## config.mk

```make
export PLATFORM = sky130hd
export DESIGN_NAME = dsp_bist_freezer
export DESIGN_NICKNAME = d
export VERILOG_FILES = /design/src/rtl/dsp_bist_freezer.sv
export SDC_FILE = /design/constraint.sdc
export NUM_CORES = 1
export LEC_CHECK = 0
export CAP_MARGIN = 20
export CORE_AREA = 2 2 339 341
export CTS_CLUSTER_DIAMETER = 30
export DETAILED_ROUTE_END_ITERATION = 16
export DIE_AREA = 0 0 341 343
export PLACE_DENSITY_LB_ADDON = 0.25
export SYNTH_ARGS = -nofsm -noshare
export SYNTH_HDL_FRONTEND = slang
export SYNTH_SLANG_ARGS = --single-unit
```

## constraint.sdc

```tcl
create_clock -name clk -period 3.2 [get_ports clk]
set_clock_uncertainty 0.15 [all_clocks]
set_input_delay 0.32 -clock clk [delete_from_list [all_inputs] [get_ports clk]]
set_output_delay 0.32 -clock clk [all_outputs]
set_load 0.05 [all_outputs]
```

## src/rtl/dsp_bist_freezer.sv

```systemverilog
// dsp_bist_freezer: I/O pipeline freezer around a DSP core with LFSR-driven, MISR-compacted self-test
module dsp_bist_freezer #(
    parameter int IN_W = 198,
    parameter int OUT_W = 205,
    parameter int IN_STAGES = 1,
    parameter int OUT_STAGES = 1,
    parameter int CORE_LAT = 2,
    parameter int CNT_W = 16,
    parameter logic [31:0] LFSR_SEED = 32'h0000_0001
) (
    input  logic             clk,
    input  logic             rst_n,
    input  logic [IN_W-1:0]  pin_in,
    output logic [IN_W-1:0]  core_in,
    input  logic [OUT_W-1:0] core_out,
    output logic [OUT_W-1:0] pin_out,
    input  logic             mode_bist,
    input  logic             start,
    input  logic [CNT_W-1:0] run_len,
    output logic             busy,
    output logic             done,
    output logic [31:0]      signature
);
    localparam int L = IN_STAGES + CORE_LAT + OUT_STAGES;
    localparam int SLICES = (OUT_W + 31) / 32;
    localparam logic [31:0] POLY = 32'h8020_0003;
    localparam logic [31:0] SEED = (LFSR_SEED == 32'd0) ? 32'd1 : LFSR_SEED;
    typedef enum logic [1:0] {IDLE, RUN, DRAIN, DONE} state_t;
    state_t state;
    logic [IN_W-1:0] in_pipe [IN_STAGES];
    logic [OUT_W-1:0] out_pipe [OUT_STAGES];
    logic [31:0] lfsr, misr, fold;
    logic [CNT_W-1:0] cnt;
    logic [L-1:0] vl, vl_next;
    logic [IN_W-1:0] vec, stage1;
    logic [SLICES*32-1:0] padded;
    logic accept;
    for (genvar i = 0; i < IN_W; i++) begin : g_vec
        assign vec[i] = lfsr[i % 32];
    end
    assign stage1 = state == RUN ? vec : state == DRAIN ? '0 : pin_in;
    assign vl_next = {vl[L-2:0], state == RUN};
    assign accept = start && mode_bist && (state == IDLE || state == DONE);
    assign core_in = in_pipe[IN_STAGES-1];
    assign pin_out = busy ? '0 : out_pipe[OUT_STAGES-1];
    assign signature = misr;
    always_comb begin
        padded = '0;
        padded[OUT_W-1:0] = out_pipe[OUT_STAGES-1];
        fold = '0;
        for (int s = 0; s < SLICES; s++) fold ^= padded[s*32 +: 32];
    end
    always_ff @(posedge clk) begin
        if (!rst_n) begin
            for (int s = 0; s < IN_STAGES; s++) in_pipe[s] <= '0;
            for (int s = 0; s < OUT_STAGES; s++) out_pipe[s] <= '0;
        end else begin
            in_pipe[0] <= stage1;
            for (int s = 1; s < IN_STAGES; s++) in_pipe[s] <= in_pipe[s-1];
            out_pipe[0] <= core_out;
            for (int s = 1; s < OUT_STAGES; s++) out_pipe[s] <= out_pipe[s-1];
        end
    end
    // DRAIN exits one cycle early (on vl_next) so done lands exactly after the last compaction
    always_ff @(posedge clk) begin
        if (!rst_n) begin
            state <= IDLE;
            busy <= 1'b0;
            done <= 1'b0;
            misr <= '0;
            lfsr <= SEED;
            cnt <= '0;
            vl <= '0;
        end else begin
            vl <= vl_next;
            if (vl[L-1]) misr <= {misr[30:0], 1'b0} ^ (misr[31] ? POLY : 32'd0) ^ fold;
            case (state)
                IDLE, DONE: if (accept) begin
                    cnt <= run_len;
                    misr <= '0;
                    if (run_len != '0) begin
                        state <= RUN;
                        busy <= 1'b1;
                        done <= 1'b0;
                    end else begin
                        state <= DONE;
                        done <= 1'b1;
                    end
                end
                RUN: begin
                    lfsr <= {1'b0, lfsr[31:1]} ^ (lfsr[0] ? POLY : 32'd0);
                    cnt <= cnt - 1'b1;
                    if (cnt == CNT_W'(1)) state <= DRAIN;
                end
                DRAIN: if (vl_next == '0) begin
                    state <= DONE;
                    busy <= 1'b0;
                    done <= 1'b1;
                end
            endcase
        end
    end
endmodule
```

# Word level (Yosys, flattened, before mapping)
# Memories as Yosys holds them, arrays and structs flattened.
# Index checks and enable logic that the tools add are counted.
totals:
  reg_bits: 88
  mem_bits_rw: 403
  out_inout_bits: 437
  memories: 2
classes:
  n_addsub: 1
  n_eq_ne: 8
  mux: 29
  bitwise: 9
  reduce_logical: 15
mem_list:
  columns: ["name", "words", "width", "read_ports", "rd_ports_with_merged_regs", "write_ports", "line_no", "text"]
  rows:
  - ["out_pipe", 1, 205, 1, 0, 1, "31", "logic [OUT_W-1:0] out_pipe [OUT_STAGES];"]
  - ["in_pipe", 1, 198, 1, 0, 1, "30", "logic [IN_W-1:0] in_pipe [IN_STAGES];"]
op_table:
  columns: ["cell", "n"]
  rows:
  - ["198-bit 2-to-1 mux", 3]
  - ["205-bit 2-to-1 mux", 2]
  - ["32-bit XOR", 7]
  - ["205-bit OR reduction", 1]
  - ["198-bit OR reduction", 1]
  - ["32-bit 2-to-1 mux", 5]
  - ["16-bit one-hot mux with 2 select lines", 1]
  - ["31-bit by 32-bit XOR with 32-bit output", 1]
  - ["32-bit by 13-bit XOR with 32-bit output", 1]
  - ["16-bit by 1-bit == test with 1-bit output (second input constant)", 1]
  - ["16-bit 2-to-1 mux", 1]
  - ["16-bit nonzero test", 1]
  - ["16-bit by 1-bit subtractor with 16-bit output (second input constant)", 1]
  - ["1-bit 2-to-1 mux", 10]
  - ["2-bit 2-to-1 mux", 4]
  - ["2-bit one-hot mux with 3 select lines", 1]
  - ["3-bit AND reduction", 2]
  - ["2-bit == test (second input constant)", 2]
  - ["4-bit logical NOT", 1]
  - ["2-bit by 1-bit != test with 1-bit output (second input constant)", 2]
  - ["2-bit != test (second input constant)", 2]
  - ["1-bit one-hot mux with 2 select lines", 2]
  - ["4-bit AND reduction", 1]
  - ["2-bit nonzero test", 2]
  - ["6 further kinds", 7]

# Longest topological paths before layout
# Gate-level depths: netlist of run 1.
# An unclocked memory read counts as a cell.
logic_depth:
  word_depth: 11
  mapped_depth: 9
  mapped_depth_nobuf: 7

# Worst setup path before layout of run 1
# OpenSTA, ideal clock, no wires.
synth_timing:
  path_type: "flip-flop to output port"
  startpoint: "reg busy"
  endpoint: "out pin_out[164]"
  arrival_ps: 1813
  slack_ps: 917
  stages_incl_launch_ff: 5
  cell_sequence: "dfxtp_1 -> clkbuf_1 -> clkbuf_1 -> clkbuf_1 -> nor2b_1"
synth_between:
  elab_chain_len: 1
synth_rtl:
  columns: ["element", "line_no", "text"]
  rows:
  - ["start, declared", "20", "output logic busy,"]
  - ["start signal, assigned", "68", "busy <= 1'b0;"]
  - ["start signal, assigned", "83", "busy <= 1'b1;"]
  - ["start signal, assigned", "97", "busy <= 1'b0;"]
  - ["205-bit 2-to-1 mux", "45", "assign pin_out = busy ? '0 : out_pipe[OUT_STAGES-1];"]
  - ["end, declared", "16", "output logic [OUT_W-1:0] pin_out,"]
# Every way passes these cells.

# Worst setup path in the final report of run 1
layout_timing:
  startpoint: "reg busy"
  endpoint: "out pin_out[144]"
# Same word-level chain as after synthesis.

==> PnR_summary.wiki, run 1 <==
{| class="wikitable"
! Metric !! Value
|-
| Number of sinks on the clock net || 491
|-
| Final Slew Violations || 0
|-
| Number of hold-slack violations in the final timing report || 0
|-
| Horizontal die dimension || 341 um
|-
| Sequential cell area in the final layout || 9840 um2
|-
| Register bit count reported by yosys || 491
|-
| Area inside the core boundary || 113000 um2
|-
| Combined area of all synthesized cells || 18100 um2
|-
| Via count of the first global-routing pass || 19500
|-
| Most frequent cell after synthesis || sky130_fd_sc_hd__dfxtp_1
|-
| Final Power || 33.9 mW
|-
| Proportion of synthesized chip area in sequential cells || 0.542
|-
| Number of instances in the synthesized netlist || 1927
|-
| Number of fill cells || 11600
|-
| Antenna Violating Nets Remaining || 0
|-
| Routability Congestion || 0.814
|-
| Clock share of power || 0.467
|-
| Skew-Pair Late Insertion Delay || 730 ps
|-
| Most frequent cells after synthesis || sky130_fd_sc_hd__dfxtp_1 (491), sky130_fd_sc_hd__nand2_1 (261), sky130_fd_sc_hd__a21oi_1 (242)
|-
| Worst setup path class || reg -> out
|-
| Clk slew on worst S/H paths || 40 ps
|-
| Fraction of registers with async set or reset after synthesis || 0
|-
| Worst reg2reg setup slack || 910 ps
|-
| Initial Util || 0.160
|-
| Slew headroom || 0.439
|-
| Number of buffers created by CTS || 155
|-
| Post-Syn Nets || 2355
|-
| Clock tree from TritonCTS || built
|-
| Count of flip-flops with a built-in enable after synthesis || 0
|-
| Crit path DAT || 2520 ps
|-
| RSZ-0062 raised after global routing || false
|-
| Sum Neg Setup Slack || 0 ps
|-
| Mean Syn Cell Area || 9.42 um2
|-
| Maximum resistive drop on vdd || 0.542 mV
|-
| Hold wc startpoint || core_out[71]
|-
| Count of synthesis-stage warnings from yosys || 0
|-
| Pwr per Cell Area || 908 nW/um2
|-
| Comb pwr share || 0.310
|-
| Residual overflow from global routing || 0
|-
| Footprint of the multi-input gates || 7840 um2
|-
| Total number of placement rows || 124
|-
| Classification of the worst-slack hold path || in -> reg
|-
| Number of vias per cell || 3.77
|-
| Num ports || 860
|-
| Switching part of the total || 0.355
|-
| Number of buffer cells added on primary ports || 859
|-
| Pint || 21.9 mW
|-
| Data required time at the worst endpoint || 2730 ps
|-
| Total number of vias || 18200
|-
| First-pass detailed-route iteration total || 6
|-
| Actual transition at the worst max-transition pin || 842 ps
|-
| Initial antenna violation count || 31
|-
| Final-report setup violation count || 0
|-
| First-pass GRT wire length || 138000 um
|-
| Primary FF master, synth || sky130_fd_sc_hd__dfxtp_1
|-
| Total net switching power || 12.1 mW
|-
| Fraction of final layout cells sized beyond drive strength 1 || 0.0943
|-
| Max frequency || 334 MHz
|-
| Wire per inst || 20.5 um
|-
| Clock root cell || sky130_fd_sc_hd__clkbuf_16
|-
| Number of nets in the finished design || 3606
|-
| Wirelength, routed || 99200 um
|-
| Pin count of the biggest net entering global routing || 108
|-
| Outcome || finished clean
|-
| Fraction of synthesized cell area taken by the top area cell type || 0.542
|-
| Dominant cell type by area after synthesis || sky130_fd_sc_hd__dfxtp_1
|-
| Share of the clock period used by the worst path || 0.936
|-
| Number of H-tree levels || 4
|-
| Die height || 343 um
|-
| Post-detailed-route DRC marker count || 0
|-
| Netlist cell types || 49
|-
| Worst Setup End Kind || output port
|-
| Final critical delay including setup and external delays || 2990 ps
|-
| DP Wirelength || 74800 um
|-
| Max clock buf depth || 3
|-
| Share of power burned in registers || 0.223
|-
| Launching element type of the critical path || register
|-
| Worst r2r src || state[0]$_SDFFE_PN0P_
|-
| Standby leakage power || 14.5 nW
|-
| Floorplan die area || 117000 um2
|-
| Max-cap check violation count || 0
|-
| All-Layer GR Usage || 0.164
|-
| Largest fanout on the critical path || 70
|-
| Synthesis-to-finish area growth || 106%
|-
| Drt initial violations || 718
|-
| CP startpoint || busy$_SDFFE_PN0P_
|-
| Leading post-synthesis cells by cell area || sky130_fd_sc_hd__dfxtp_1 (54%), sky130_fd_sc_hd__xnor2_1 (8.1%), sky130_fd_sc_hd__and2_1 (7.3%)
|}
==> layout make-up <==
class,count,share of cell area
diodes,15,0.00100
clock buffers,209,0.118
clock inverters,77,0.0301
inverters,11,0.00131
multi-input cells,1307,0.210
flip-flops and latches,491,0.263
well taps,1512,0.0506
repair buffers,1212,0.326
==> worst max-delay path, stage by stage (launching register included) <==
cell and delay [ps]:
sky130_fd_sc_hd__dfxtp_4 620, sky130_fd_sc_hd__buf_12 330, sky130_fd_sc_hd__nor2b_1 110, sky130_fd_sc_hd__clkdlybuf4s50_1 710
==> placed cells by master (no fill, tap or decap), drive strengths merged, types with 3 or more instances in the layout <==
cell and instances:
clkdlybuf4s50 853, dfxtp 491, dlygate4sd3 327, nand2 261
a21oi 242, and2 211, clkbuf 209, nor2b 205
xnor2 167, nor2 67, clkinv 44, xor2 39
buf 32, mux2i 22, a211oi 20, bufinv 19
diode 15, inv 14, clkinvlp 11, nor3 8
nor4 8, o22ai 7, o21ai 6, nand3 6
ha 5, xnor3 3, a22oi 3
==> power groups by stage <==
stage / registers (mW) / clock network [mW] / logic, mW
after floorplan: 9.62 / 0 / 4.26
after global placement: 7.68 / 0 / 10.2
after detailed placement: 7.69 / 0 / 10.2
after CTS: 7.58 / 16.2 / 10.7
after global routing: 7.65 / 16.6 / 11.2
final: 7.56 / 15.8 / 10.5
==> through the flow <==
stage / worst slack, ps / hold WS, ps / cell area, um2 / utilization / std cells
4_1_cts: 86.4 / 0.201 / 37300 / 0.329 / 4819
3_3_place_gp: 815 / 290 / 28500 / 0.251 / 4205
2_1_floorplan: 917 / 280 / 18100 / - / 1927
6_report: 206 / 66.3 / 37400 / 0.330 / 4834
5_1_grt: 73.3 / 23.7 / 37400 / 0.329 / 4827
3_5_place_dp: 767 / 293 / 28500 / 0.251 / 4205
==> cell families (layout without fill, tap and decap cells) <==
family,count (synthesis),in the layout,synth area share
other,0,15,0
and+or+nand+nor,777,777,0.224
AOI/OAI and AO/OA,294,294,0.0884
muxes,22,22,0.0121
xor gates and xnor gates,209,209,0.103
buffers and inverters,129,1509,0.0268
adders and majority gates,5,5,0.00345
DFF,491,491,0.542
==> flip-flops by register name, summed over array words and instances (netlist names) <==
name and cells:
vl 4, cnt 16, signature 32, done 1, state 2, lfsr 32, out_pipe 205, busy 1
in_pipe 198
==> what timing repair did <==
item,CTS,global route
endpoints found under the hold margin,346,0
endpoints found under the setup margin,9,0
hold buffers,327,0
setup buffers,1,0
resized for setup,0,0
==> per-layer routing <==
metal / up-vias / global-route usage / wire length (um)
li1: 8792 / - / -
met1: 8413 / 0.171 / 36800
met2: 800 / 0.275 / 47400
met3: 211 / 0.0817 / 10700
met4: 24 / 0.0833 / 4060
met5: - / 0 / 168
==> final timing paths <==
check | end | cells after the start
hold / removal | out_pipe[0][71]$_SDFF_PN0_ | 2
setup reg to reg | cnt[7]$_SDFFE_PN0P_ | 7
hold reg to reg | lfsr[31]$_SDFFE_PN0P_ | 2
setup / recovery | pin_out[144] | 3
No activity file was read; power rests on OpenSTA's default activity.
==> run 2: changes to the inputs <==
==> constraint.sdc (replaced) <==
create_clock -name clk -period 3.2 [get_ports clk]
set_clock_uncertainty 0.15 [all_clocks]
set_input_delay 0.32 -clock clk [delete_from_list [all_inputs] [get_ports clk]]
set_output_delay 0.32 -clock clk [all_outputs]
set_load 0.02 [all_outputs]
==> run 2 against run 1 <==
Against the previous run:
- clock power decreased by 4%
- hold slack lost 23 ps
- cell area is 0.82% lower
- register-to-register slack worse by 50 ps
- first-iteration DRC count grew 13%
- fmax up 3.7%
- global-route usage down 0.14 points
- largest power group unchanged
==> PnR_summary.wiki, run 2 (synthesis results as in run 1) <==
{| class="wikitable"
! Metric !! Value
|-
| Most frequent standard cell in the layout excluding fill and tap cells || sky130_fd_sc_hd__clkdlybuf4s50_1
|-
| First-pass detailed-route iteration total || 6
|-
| Worst reg2reg setup slack || 860 ps
|-
| Final-report setup violation count || 0
|-
| Worst setup path class || reg -> out
|-
| Max frequency || 346 MHz
|-
| Cell with the largest stage delay on the worst path || sky130_fd_sc_hd__clkdlybuf4s50_1
|-
| Largest stage delay on the critical path || 670 ps
|-
| CP startpoint || busy$_SDFFE_PN0P_
|-
| Number of vias per cell || 3.80
|-
| Final Slew Violations || 0
|-
| Number of buffer cells added on primary ports || 859
|-
| Largest fanout on the critical path || 53
|-
| Standby leakage power || 14.4 nW
|-
| Fraction of final layout cells sized beyond drive strength 1 || 0.0893
|-
| Hold Path Cell Cnt || 3
|-
| Maximum resistive drop on vdd || 0.608 mV
|-
| Pwr per Cell Area || 840 nW/um2
|-
| Setup fix buffers added after clock tree synthesis || 0
|-
| Register with the highest flop count || out_pipe
|-
| Switching part of the total || 0.310
|-
| Largest registers || out_pipe (205), in_pipe (198)
|-
| Via count of the first global-routing pass || 19400
|-
| Launching element type of the critical path || register
|-
| Crit path DAT || 2420 ps
|-
| Number of nets in the finished design || 3606
|-
| Final critical delay including setup and external delays || 2890 ps
|-
| Data required time at the worst endpoint || 2730 ps
|-
| Clk slew on worst S/H paths || 40 ps
|-
| Sum Neg Setup Slack || 0 ps
|-
| Comb pwr share || 0.266
|-
| Routability Congestion || 0.828
|-
| Top delay family on crit path || buffers and inverters
|-
| Number of cells upsized or downsized after cts || 0
|-
| Worst r2r src || state[0]$_SDFFE_PN0P_
|-
| Number of gates on the worst path with buffers counted || 3
|-
| Critical-path cell list || buf_12 > nor2b_1 > clkdlybuf4s50_1
|-
| Area inside the core boundary || 113000 um2
|-
| Drt initial violations || 808
|-
| Worst Setup End Kind || output port
|-
| Number of hold-slack violations in the final timing report || 0
|-
| Skew-Pair Late Insertion Delay || 730 ps
|-
| First-pass GRT wire length || 137000 um
|-
| Pint || 21.5 mW
|-
| Share of power burned in registers || 0.244
|-
| Initial antenna violation count || 30
|-
| Clock share of power || 0.489
|-
| Max-cap check violation count || 0
|-
| Count of buffer and inverter cells on the critical path || 2
|-
| Wire per inst || 20.5 um
|-
| Num ports || 860
|-
| Classification of the worst-slack hold path || in -> reg
|-
| Highest-count cells in the layout ignoring fill and taps || sky130_fd_sc_hd__clkdlybuf4s50_1 (858), sky130_fd_sc_hd__dfxtp_1 (489), sky130_fd_sc_hd__dlygate4sd3_1 (316)
|-
| Post-detailed-route DRC marker count || 0
|-
| Outcome || finished clean
|-
| Antenna Violating Nets Remaining || 0
|-
| Actual transition at the worst max-transition pin || 727 ps
|-
| Last element of the critical path || pin_out[95]
|-
| Fin Hold WS || 42.8 ps
|-
| Share of the clock period used by the worst path || 0.902
|-
| Clock root cell || sky130_fd_sc_hd__clkbuf_16
|-
| Total net switching power || 9.65 mW
|-
| RSZ-0062 raised after global routing || false
|-
| Horizontal die dimension || 341 um
|-
| Max clock buf depth || 3
|-
| Pin count of the biggest net entering global routing || 130
|-
| DP Wirelength || 74900 um
|-
| Die height || 343 um
|-
| Residual overflow from global routing || 0
|-
| Number of sinks on the clock net || 491
|-
| Worst reg-to-reg path cell count || 7
|-
| Floorplan die area || 117000 um2
|-
| Total number of vias || 18300
|-
| Total number of placement rows || 124
|-
| All-Layer GR Usage || 0.163
|-
| Capture instance of the worst register-to-register path || cnt[7]$_SDFFE_PN0P_
|-
| Clock tree from TritonCTS || built
|-
| Number of buffers created by CTS || 160
|-
| Initial Util || 0.160
|-
| Synthesis-to-finish area growth || 104%
|-
| Max reg flops || 205
|-
| Wirelength, routed || 98800 um
|-
| Slew headroom || 0.515
|-
| Number of H-tree levels || 4
|}
[run 2: cell types whose count changed in the layout (fill, tap and decap cells not counted), sizes merged]
cell,delta
diode,-2
inv,+2
clkinvlp,-7
clkbuf,+15
clkinv,-11
buf,+1
bufinv,-8
clkdlybuf4s50,+5
dlygate4sd3,-11
[run 2: area by class of cell]
cell class,count,area [um2]
Multi-Input combinational cell,1307,7840
Timing Repair Buffer,1207,12100
Sequential cell,491,9840
Tap cell,1512,1890
Fill cell,11800,76300
Clock inverter,53,723
Clock buffer,224,4600
Inverter,11,48.8
Antenna cell,13,32.5
[run 2: repair_timing]
item / CTS / global route
setup endpoints to repair: 0 / 0
endpoints found under the hold margin: 324 / 0
hold buffers: 316 / 0
[run 2: worst min-delay path by stage]
stage                          start                          end  slack (ps)
2_1_floorplan       vl[0]$_SDFF_PN0_             vl[1]$_SDFF_PN0_         280
3_5_place_dp        vl[0]$_SDFF_PN0_             vl[1]$_SDFF_PN0_         300
4_1_cts                   pin_in[26]    in_pipe[0][26]$_SDFF_PN0_        0.01
3_3_place_gp   lfsr[31]$_SDFFE_PN0P_        lfsr[31]$_SDFFE_PN0P_         290
5_1_grt                core_out[169]  out_pipe[0][169]$_SDFF_PN0_          10
6_report                  pin_in[49]    in_pipe[0][49]$_SDFF_PN0_          40
[run 2: through the flow]
step | total power, mW | utilization | cells | cell area, um2 | setup WS (ps)
after global placement | 15.8 | 0.252 | 4212 | 28500 | 869
final | 31.1 | 0.327 | 4818 | 37100 | 312
after global routing | 32.6 | 0.327 | 4813 | 37100 | 187
after CTS | 31.6 | 0.327 | 4805 | 37000 | 178
after detailed placement | 15.7 | 0.252 | 4212 | 28500 | 820
after floorplan | 11.7 | - | 1927 | 18100 | 1150
[run 2: worst reg2reg max path, delay by kind of cell, from the launching register on]
kind | cells | cell delay (ps)
compound gates | 3 | 540
fa+ha+maj | 1 | 350
buf+inv | 1 | 60
flops | 1 | 340
simple gates | 2 | 840
[run 2: layer usage]
metal  vias to the layer above  share of wire  GRT usage
met5                         -         0.0015          0
met4                        24          0.038     0.0711
met3                       202           0.11     0.0801
met2                       796           0.48      0.276
met1                      8495           0.37      0.171
li1                       8772              -          -
[run 2: power by group through the flow]
stage	clock network [mW]	registers, mW	logic, mW
2_1_floorplan	0	8.23	3.42
3_3_place_gp	0	7.72	8.05
3_5_place_dp	0	7.71	8.01
4_1_cts	15.6	7.64	8.42
5_1_grt	16.0	7.70	8.95
6_report	15.2	7.60	8.30
